### src/rtl/sdram_arb_pkg.sv
// sdram_arb_pkg: shared types and constants for the Wishbone SDRAM arbiter.
//   arb_state_t  arbiter FSM states
//   CTI_*        Wishbone cycle type identifiers the arbiter cares about
package sdram_arb_pkg;
    typedef enum logic [1:0] {
        ARB_IDLE    = 2'd0,
        ARB_GRANT   = 2'd1,
        ARB_RELEASE = 2'd2
    } arb_state_t;
    localparam logic [2:0] CTI_CLASSIC = 3'b000;
    localparam logic [2:0] CTI_INCR    = 3'b010;
    localparam logic [2:0] CTI_EOB     = 3'b111;
endpackage

### src/rtl/wb_sdram_arbiter_rr_pick.sv
// rr_pick: combinational round-robin priority picker.
//   req_i   per-requester request vector
//   last_i  index of the previous owner; search starts at last_i+1 and wraps
//   gnt_o   one-hot winner (0 when no request)
//   idx_o   index of the winner
//   any_o   at least one request present
module rr_pick #(
    parameter int N  = 4,
    parameter int IW = $clog2(N)
) (
    input  logic [N-1:0]  req_i,
    input  logic [IW-1:0] last_i,
    output logic [N-1:0]  gnt_o,
    output logic [IW-1:0] idx_o,
    output logic          any_o
);
    logic [IW-1:0] c;
    logic          found;
    always_comb begin
        gnt_o = '0;
        idx_o = '0;
        found = 1'b0;
        c     = '0;
        for (int i = 1; i <= N; i++) begin
            c = IW'((int'(last_i) + i) % N);
            if (!found && req_i[c]) begin
                found    = 1'b1;
                gnt_o[c] = 1'b1;
                idx_o    = c;
            end
        end
    end
    assign any_o = found;
endmodule

### src/rtl/wb_sdram_arbiter.sv
// wb_sdram_arbiter: shares one Wishbone slave (SDRAM controller) among NUM_MASTERS masters.
//   wb_clk_i, wb_rst_n_i            clock, async active-low reset
//   m_cyc/stb/we/addr/dat/sel/cti_i packed per-master request buses (master k at [k*W +: W])
//   m_ack_o, m_err_o                per-master ack and one-cycle watchdog error
//   m_dat_o                         read data, broadcast
//   s_*_o, s_ack_i, s_dat_i         slave-side Wishbone port
//   grant_o                         one-hot current owner, 0 when no owner
//   timeout_o                       sticky watchdog flag
module wb_sdram_arbiter
    import sdram_arb_pkg::*;
#(
    parameter int NUM_MASTERS = 4,
    parameter int AW          = 26,
    parameter int DW          = 32,
    parameter int TIMEOUT_CYC = 256
) (
    input  logic                        wb_clk_i,
    input  logic                        wb_rst_n_i,
    input  logic [NUM_MASTERS-1:0]      m_cyc_i,
    input  logic [NUM_MASTERS-1:0]      m_stb_i,
    input  logic [NUM_MASTERS-1:0]      m_we_i,
    input  logic [NUM_MASTERS*AW-1:0]   m_addr_i,
    input  logic [NUM_MASTERS*DW-1:0]   m_dat_i,
    input  logic [NUM_MASTERS*DW/8-1:0] m_sel_i,
    input  logic [NUM_MASTERS*3-1:0]    m_cti_i,
    output logic [NUM_MASTERS-1:0]      m_ack_o,
    output logic [NUM_MASTERS-1:0]      m_err_o,
    output logic [DW-1:0]               m_dat_o,
    output logic                        s_cyc_o,
    output logic                        s_stb_o,
    output logic                        s_we_o,
    output logic [AW-1:0]               s_addr_o,
    output logic [DW-1:0]               s_dat_o,
    output logic [DW/8-1:0]             s_sel_o,
    output logic [2:0]                  s_cti_o,
    input  logic                        s_ack_i,
    input  logic [DW-1:0]               s_dat_i,
    output logic [NUM_MASTERS-1:0]      grant_o,
    output logic                        timeout_o
);
    localparam int IW = $clog2(NUM_MASTERS);
    localparam int SW = DW / 8;
    localparam int WW = $clog2(TIMEOUT_CYC);
    localparam logic [WW-1:0] WD_MAX = WW'(TIMEOUT_CYC - 1);

    arb_state_t             state_q, state_d;
    logic [NUM_MASTERS-1:0] grant_q, grant_d;
    logic [IW-1:0]          gidx_q, gidx_d, last_q, last_d;
    logic [WW-1:0]          wdog_q, wdog_d;
    logic                   timeout_q, timeout_d;

    logic [NUM_MASTERS-1:0] req, pick_gnt;
    logic [IW-1:0]          pick_idx;
    logic                   pick_any, in_grant, g_cyc, g_stb, g_eob, expire;
    int                     gsel;

    assign req = m_cyc_i & m_stb_i;

    rr_pick #(.N(NUM_MASTERS), .IW(IW)) u_pick (
        .req_i  (req),
        .last_i (last_q),
        .gnt_o  (pick_gnt),
        .idx_o  (pick_idx),
        .any_o  (pick_any)
    );

    assign gsel     = int'(gidx_q);
    assign in_grant = state_q == ARB_GRANT;
    // A fallen cyc suppresses the strobe (and the ack) in the very cycle it falls.
    assign g_cyc    = in_grant & m_cyc_i[gidx_q];
    assign g_stb    = g_cyc & m_stb_i[gidx_q];
    assign g_eob    = s_ack_i & (m_cti_i[gsel*3 +: 3] == CTI_EOB);
    // An ack in the expiry cycle wins: the transfer completed, so no error.
    assign expire   = g_stb & ~s_ack_i & (wdog_q == WD_MAX);

    assign s_cyc_o   = g_cyc;
    assign s_stb_o   = g_stb;
    assign s_we_o    = in_grant & m_we_i[gidx_q];
    assign s_addr_o  = in_grant ? m_addr_i[gsel*AW +: AW] : '0;
    assign s_dat_o   = in_grant ? m_dat_i[gsel*DW +: DW] : '0;
    assign s_sel_o   = in_grant ? m_sel_i[gsel*SW +: SW] : '0;
    assign s_cti_o   = in_grant ? m_cti_i[gsel*3 +: 3] : '0;
    assign m_ack_o   = g_cyc ? (NUM_MASTERS'(s_ack_i) << gidx_q) : '0;
    assign m_err_o   = expire ? (NUM_MASTERS'(1) << gidx_q) : '0;
    assign m_dat_o   = s_dat_i;
    assign grant_o   = grant_q;
    assign timeout_o = timeout_q;

    always_comb begin
        state_d   = state_q;
        grant_d   = grant_q;
        gidx_d    = gidx_q;
        last_d    = last_q;
        wdog_d    = wdog_q;
        timeout_d = timeout_q | expire;
        case (state_q)
            ARB_IDLE: begin
                if (pick_any) begin
                    state_d = ARB_GRANT;
                    grant_d = pick_gnt;
                    gidx_d  = pick_idx;
                    wdog_d  = '0;
                end
            end
            ARB_GRANT: begin
                wdog_d = s_ack_i ? '0 : (g_stb && wdog_q != WD_MAX) ? wdog_q + 1'b1 : wdog_q;
                if (!g_cyc || g_eob || expire) begin
                    state_d = ARB_RELEASE;
                    grant_d = '0;
                end
            end
            ARB_RELEASE: begin
                state_d = ARB_IDLE;
                last_d  = gidx_q;
            end
            default: state_d = ARB_IDLE;
        endcase
    end

    always_ff @(posedge wb_clk_i or negedge wb_rst_n_i) begin
        if (!wb_rst_n_i) begin
            state_q   <= ARB_IDLE;
            grant_q   <= '0;
            gidx_q    <= '0;
            last_q    <= IW'(NUM_MASTERS - 1);
            wdog_q    <= '0;
            timeout_q <= 1'b0;
        end else begin
            state_q   <= state_d;
            grant_q   <= grant_d;
            gidx_q    <= gidx_d;
            last_q    <= last_d;
            wdog_q    <= wdog_d;
            timeout_q <= timeout_d;
        end
    end
endmodule

### config.mk
export PLATFORM = sky130hd
export DESIGN_NAME = wb_sdram_arbiter
export DESIGN_NICKNAME = d
export VERILOG_FILES = /design/src/rtl/sdram_arb_pkg.sv /design/src/rtl/wb_sdram_arbiter_rr_pick.sv /design/src/rtl/wb_sdram_arbiter.sv
export SDC_FILE = /design/constraint.sdc
export NUM_CORES = 1
export LEC_CHECK = 0
export ABC_AREA = 1
export ABC_CLOCK_PERIOD_IN_PS = 2100
export BUFFER_PORTS_ARGS = -buffer_cell sky130_fd_sc_hd__buf_2
export CORE_AREA = 5 5 160 162
export CTS_CLUSTER_SIZE = 20
export DETAILED_ROUTE_END_ITERATION = 16
export DIE_AREA = 0 0 165 167
export GPL_TIMING_DRIVEN = 1
export MAX_ROUTING_LAYER = met4
export SYNTH_ARGS = -nofsm -noshare
export SYNTH_HDL_FRONTEND = slang
export SYNTH_HIERARCHICAL = 1
export SYNTH_SLANG_ARGS = --single-unit
### constraint.sdc
create_clock -name wb_clk_i -period 2.1 [get_ports wb_clk_i]
set_clock_uncertainty 0.15 [all_clocks]
set_input_delay 0.63 -clock wb_clk_i [delete_from_list [all_inputs] [get_ports wb_clk_i]]
set_output_delay 0.63 -clock wb_clk_i [all_outputs]
set_load 0.01 [all_outputs]
==> results of run 1 <==
-- layout by cell type (no fill, tap or decap), types with 5 or more instances in the layout --
master,count
buf_8,5
ha_1,8
nand2_2,12
inv_2,5
nand2_1,79
inv_1,26
dfrtp_1,15
nor3_2,6
buf_2,347
nand4_1,7
nor2_1,15
buf_4,79
nand3_1,154
a22oi_2,33
clkbuf_16,7
a22oi_1,30
buf_6,14
a31oi_1,59
a31oi_2,6
a21oi_1,6
buf_12,19
nor2_4,9
-- critical path, stage by stage, from the launching register on --
cell and delay, ps:
dfrtp_4 520, nor2_4 150, buf_6 120, buf_12 130
buf_12 130, buf_8 110, a22oi_2 80, a31oi_1 190
buf_2 180
-- report_power, final --
| group | internal (mW) | switching (mW) |
|---|---|---|
| Combinational | 4.03 | 4.87 |
| Sequential | 0.470 | 0.0969 |
| Clock | 0.258 | 0.138 |
| Total | 4.76 | 5.10 |
-- what timing repair did --
item                       4_1_cts  5_1_grt
hold buffers                     0        0
pin swaps                       11       15
setup endpoints to repair       83       91
buffers inserted                19        7
gates cloned                     5        4
gates resized for setup         75       48
hold endpoints to repair         0        0
-- layer usage --
metal	routed length, µm	vias to the layer above	track usage
met2	12300	334	0.272
met1	10400	2956	0.221
li1	-	2961	-
met3	2030	29	0.0361
met4	612	0	0.0456
met5	0	-	-
-- cell families after synthesis --
| family | Yosys count | synth area share |
|---|---|---|
| compound gates | 150 | 0.271 |
| fa+ha+maj | 9 | 0.0304 |
| flops | 19 | 0.129 |
| buf+inv | 119 | 0.163 |
| simple gates | 303 | 0.406 |
-- stage by stage --
stage	hold WS [ps]	util	cell area [µm²]
3_5_place_dp	302	0.260	6230
3_3_place_gp	294	0.260	6230
5_1_grt	202	0.303	7270
6_report	170	0.303	7270
2_1_floorplan	184	-	3730
4_1_cts	180	0.288	6890
-- how the worst min path moves through the flow --
stage | from | endpoint | depth (start not counted)
after floorplan | wb_rst_n_i | gidx_q[0] | 0
after global placement | timeout_o | timeout_o | 2
after detailed placement | timeout_o | timeout_o | 2
after CTS | wb_rst_n_i | timeout_o | 1
after global routing | wb_rst_n_i | timeout_o | 1
final | wb_rst_n_i | timeout_o | 1
-- sequential cells by signal, indices dropped and copies added, names as in the netlist --
name       count
gidx_q         2
last_q         2
timeout_o      1
wdog_q         8
state_q        2
grant_o        4
-- final cells by class --
class / instances / area, µm² / area share
repair buffers: 472 / 3160 / 0.434
multi-input cells: 462 / 2980 / 0.410
flip-flops and latches: 19 / 485 / 0.0668
well taps: 324 / 405 / 0.0557
inverters: 36 / 153 / 0.0210
clock buffers: 4 / 78.8 / 0.0108
diodes: 4 / 10.0 / 0.00138
==> results.py, run 1 <==
metrics = {
    "run": {
        "cap_violations": 0,
    },
    "cts": {
        "clockBufferDepth": 2,
        "cts_tree": "built",
        "clock-root-buffer": "clkbuf_16",
        "worst_skew_pair.late_latency_ps": 250,
        "cts_made_buffers": 3,
        "numClockSinks": 19,
        "clk_pin_slew_ps": 60,
        "htreeDepth": 1,
    },
    "detailed_routing": {
        "drt_wl_total_um": 25400,
        "drt-initial-drc-count": 396,
        "wl_per_cell_um": 19.2,
        "vias": 6280,
        "final_antenna_net_count": 0,
        "drc": 0,
        "vias_per_cell": 4.75,
        "dr.pass1.iters": 5,
    },
    "yosys": {
        "syn-num-nets": 916,
        "postSynth.asyncResetShare": 1.00,
        "synth_seq_area_share": 0.129,
        "synth_top_cells_by_count": "156 x nand3_1, 85 x nand2_1, 65 x a31oi_1",
        "synthFlopType": "dfrtp_1",
        "synth-edff-count": 0,
        "synth.distinct_cells": 30,
        "ys_warn_count": 6,
        "syn_area_per_cell_um2": 6.17,
        "synth.ff_latch_count": 19,
        "synth_top_cell_by_area": "nand3_1",
        "synth_area_um2": 3700,
        "synth_area_leaders": "nand3_1 21%, a22oi_1 13%, dfrtp_1 11%, a31oi_1 11%, nand2_1 8.6%",
        "yosys.cell_count.top_type": "nand3_1",
        "synthDominantCellAreaShare": 0.211,
        "syn_inst": 600,
    },
    "placement": {
        "dp_hpwl_um": 19600,
        "dp_cells": 1280,
        "place_ws_ps": -345,
        "portBuffers": 355,
        "gp_routability_congestion": 0.972,
    },
    "grt": {
        "grt_pass1_vias": 6104,
        "grt_max_degree": 49,
        "grt_use_total": 0.172,
        "grt_antenna_before_repair": 4,
        "grt-ovfl-total": 0,
        "grt_pass1_wl_um": 35700,
    },
    "floorplanning": {
        "fp.dieW_um": 165,
        "start_util": 0.155,
        "die_y_um": 167,
        "die_area_um2": 27600,
        "num_rows": 57,
        "ioPinCount": 420,
        "coreArea_um2": 24000,
    },
    "setup_path": {
        "regToRegEndpoint": "wdog_q[0]",
        "startpoint": "gidx_q[1]",
        "crit_arrival_ps": 1860,
        "regToRegSetupSlack_ps": 0,
        "reg2regPathDepth": 13,
        "crit_fanout": 7,
        "worst-setup-path-type": "flop to primary output",
        "cp.required_ps": 1320,
        "start_kind": "flop",
        "endpoint_kind": "primary output",
        "regToRegStartpoint": "gidx_q[1]",
        "endpoint": "s_addr_o[13]",
    },
    "run_status": {
        "status": "complete, but fails checks",
        "failed_checks": "negative setup slack",
    },
    "timing": {
        "setup_viol": 77,
        "min_period_ps": 2640,
        "hold_viol": 0,
        "max_freq_mhz": 379,
        "slew_viol_final": 0,
        "rsz0062_at_grt": "true",
        "slew_headroom": 0.702,
        "timing.final.ws_setup_ps": -541,
        "worst_pin_slew_ps": 448,
        "period_share": 1.26,
        "tns_ps": -32220,
    },
    "power": {
        "power_per_cell_area_nw_per_um2": 1360,
        "power.leakage_nw": 3.57,
        "finalPower_mw": 9.86,
        "vdd_ir_drop_max_uv": 568,
    },
    "finish": {
        "final_nets": 1310,
        "drive_gt1_frac": 0.579,
        "layout.cells.non_filler": 1321,
        "area_delta_synth_final_pct": 96.4,
        "n_fill_cell": 2662,
    },
    "hold_path": {
        "hp-class": "input pin to asynchronous set/reset pin",
    },
}
Note: power is estimated with default switching activity, not from simulation.
==> run 2: changes to the inputs <==
--- a/config.mk
+++ b/config.mk
@@ -18,3 +18,4 @@
 export SYNTH_HDL_FRONTEND = slang
 export SYNTH_HIERARCHICAL = 1
 export SYNTH_SLANG_ARGS = --single-unit
+export TNS_END_PERCENT = 5
==> run 2 against run 1 <==
Net effect: largest power group unchanged; sequential cell count stayed put; the run still ends with negative setup slack left; first-iteration DRC count increased by 19%; utilization fell by 1.3 points; sequential share of layout area up 0.30 points; global-route usage shrank 0.50 points; highest routed layer unchanged; setup slack gained 29 ps; critical endpoint is now s_dat_o[4].
==> results.py, run 2 (synthesis gave the netlist of run 1 again) <==
metrics = {
    "run_status": {
        "status": "complete, but fails checks",
        "failed_checks": "negative setup slack",
    },
    "detailed_routing": {
        "dr.pass1.iters": 5,
        "drc": 0,
        "drt-initial-drc-count": 472,
        "drt_wl_total_um": 24200,
        "final_antenna_net_count": 0,
        "wl_per_cell_um": 18.5,
        "vias_per_cell": 4.75,
        "vias": 6215,
    },
    "placement": {
        "portBuffers": 355,
        "gp_routability_congestion": 0.924,
        "dpl_cell_area_um2": 6290,
        "dp_hpwl_um": 19800,
        "place_ws_ps": -346,
    },
    "floorplanning": {
        "die_area_um2": 27600,
        "num_rows": 57,
        "start_util": 0.155,
        "coreArea_um2": 24000,
        "fp.dieW_um": 165,
        "ioPinCount": 420,
        "die_y_um": 167,
    },
    "power": {
        "pwr-share-clk": 0.043,
        "seqPwrFrac": 0.061,
        "finalPower_mw": 9.08,
        "power_per_cell_area_nw_per_um2": 1300,
        "p_int_mw": 4.33,
        "swShare": 0.523,
        "power.leakage_nw": 3.47,
        "power_frac_comb": 0.895,
        "vdd_ir_drop_max_uv": 559,
        "p_sw_mw": 4.75,
    },
    "setup_path": {
        "endpoint_kind": "primary output",
        "slowest_stage": "dfrtp_4",
        "crit_fanout": 28,
        "cpMostUsedCell": "buf_12",
        "cp.required_ps": 1320,
        "start_kind": "flop",
        "path_cells": "buf_4 -> buf_6 -> buf_12 -> buf_12 -> nand3_1 -> a31oi_2 -> buf_2",
        "worst-setup-path-type": "flop to primary output",
        "cp.buffers_inverters": 5,
        "path_delay_family": "buffers and inverters",
        "crit_arrival_ps": 1830,
        "critPathMaxStageDelay_ps": 450,
    },
    "finish": {
        "final_nets": 1298,
        "finish.instance_area_um2": 6960,
        "n_fill_cell": 2715,
        "final_common_cell": "buf_2",
        "largest-register": "wdog_q",
        "multiInputGateArea_um2": 2870,
        "final_util": 0.291,
        "area_delta_synth_final_pct": 88.0,
        "drive_gt1_frac": 0.555,
        "largest_reg_flops": 8,
        "final-seq-area_um2": 485,
        "layout_common_cells": "345 x buf_2, 154 x nand3_1, 81 x buf_4",
    },
    "timing": {
        "hold_viol": 0,
        "rsz0062_at_grt": "true",
        "timing.final.ws_setup_ps": -511,
        "worst_pin_slew_ps": 449,
        "tns_ps": -32890,
        "slew_viol_final": 0,
        "period_share": 1.24,
        "slew_headroom": 0.700,
        "setup_viol": 80,
        "max_freq_mhz": 383,
        "min_period_ps": 2610,
    },
    "hold_path": {
        "hp-class": "input pin to asynchronous set/reset pin",
    },
    "grt": {
        "grt_pass1_vias": 6002,
        "grt_pass1_wl_um": 35200,
        "grt_antenna_before_repair": 4,
        "grt_use_total": 0.167,
        "grt-ovfl-total": 0,
        "grt_max_degree": 40,
    },
    "cts": {
        "worst_skew_pair.late_latency_ps": 250,
        "htreeDepth": 1,
        "cts_tree": "built",
        "cts_made_buffers": 3,
        "numClockSinks": 19,
        "clockBufferDepth": 2,
        "clock-root-buffer": "clkbuf_16",
        "clk_pin_slew_ps": 60,
    },
    "run": {
        "cap_violations": 0,
    },
}
-- run 2: cell types whose count changed in the layout (fill, tap and decap cells not counted), sizes merged --
cell	before	now
diode	4	3
clkinv	0	1
clkbuf	8	3
buf	467	459
-- run 2: power by group through the flow --
| stage | clock, mW | sequential, mW | combinational [mW] |
|---|---|---|---|
| 3_3_place_gp | 0 | 0.554 | 6.97 |
| 4_1_cts | 0.401 | 0.555 | 7.96 |
| 5_1_grt | 0.425 | 0.564 | 8.77 |
| 6_report | 0.395 | 0.555 | 8.13 |
| 2_1_floorplan | 0 | 0.558 | 3.67 |
| 3_5_place_dp | 0 | 0.557 | 7.00 |
-- run 2: metrics by stage --
stage / std cells / hold slack (ps)
6_report: 1308 / 171
5_1_grt: 1308 / 213
4_1_cts: 1304 / 186
3_5_place_dp: 1284 / 310
3_3_place_gp: 1284 / 304
2_1_floorplan: 600 / 184
-- run 2: layout make-up --
type | count | area share
Clock inverter | 1 | 0.000719
Antenna cell | 3 | 0.00108
Clock buffer | 3 | 0.0108
Sequential cell | 19 | 0.0697
Inverter | 36 | 0.0205
Tap cell | 324 | 0.0582
Timing Repair Buffer | 460 | 0.427
Multi-Input combinational cell | 462 | 0.412
-- run 2: final timing paths --
path	startpoint	depth (start not counted)	slack [ps]	endpoint
worst max register to register	gidx_q[1]	13	-10	grant_o[0]
max in group asynchronous	wb_rst_n_i	1	1280	gidx_q[1]
worst min-delay path	wb_rst_n_i	1	170	wdog_q[5]
min in group wb_clk_i	grant_o[1]	2	320	grant_o[1]
worst min register to register	grant_o[1]	2	320	grant_o[1]
worst max-delay path	gidx_q[1]	7	-510	s_dat_o[4]
-- run 2: metal layers --
layer | up-vias | GRT usage | part of all wire
li1 | 2941 | - | -
met2 | 355 | 0.258 | 0.47
met4 | 0 | 0.0271 | 0.016
met1 | 2891 | 0.221 | 0.42
met3 | 28 | 0.0450 | 0.088
met5 | - | - | 0
-- run 2: what timing repair did --
item	4_1_cts	5_1_grt
resized for setup	48	32
endpoints found under the setup margin	81	91
gates cloned	5	0
setup buffers	11	1
hold buffers	0	0
pin swaps	12	14
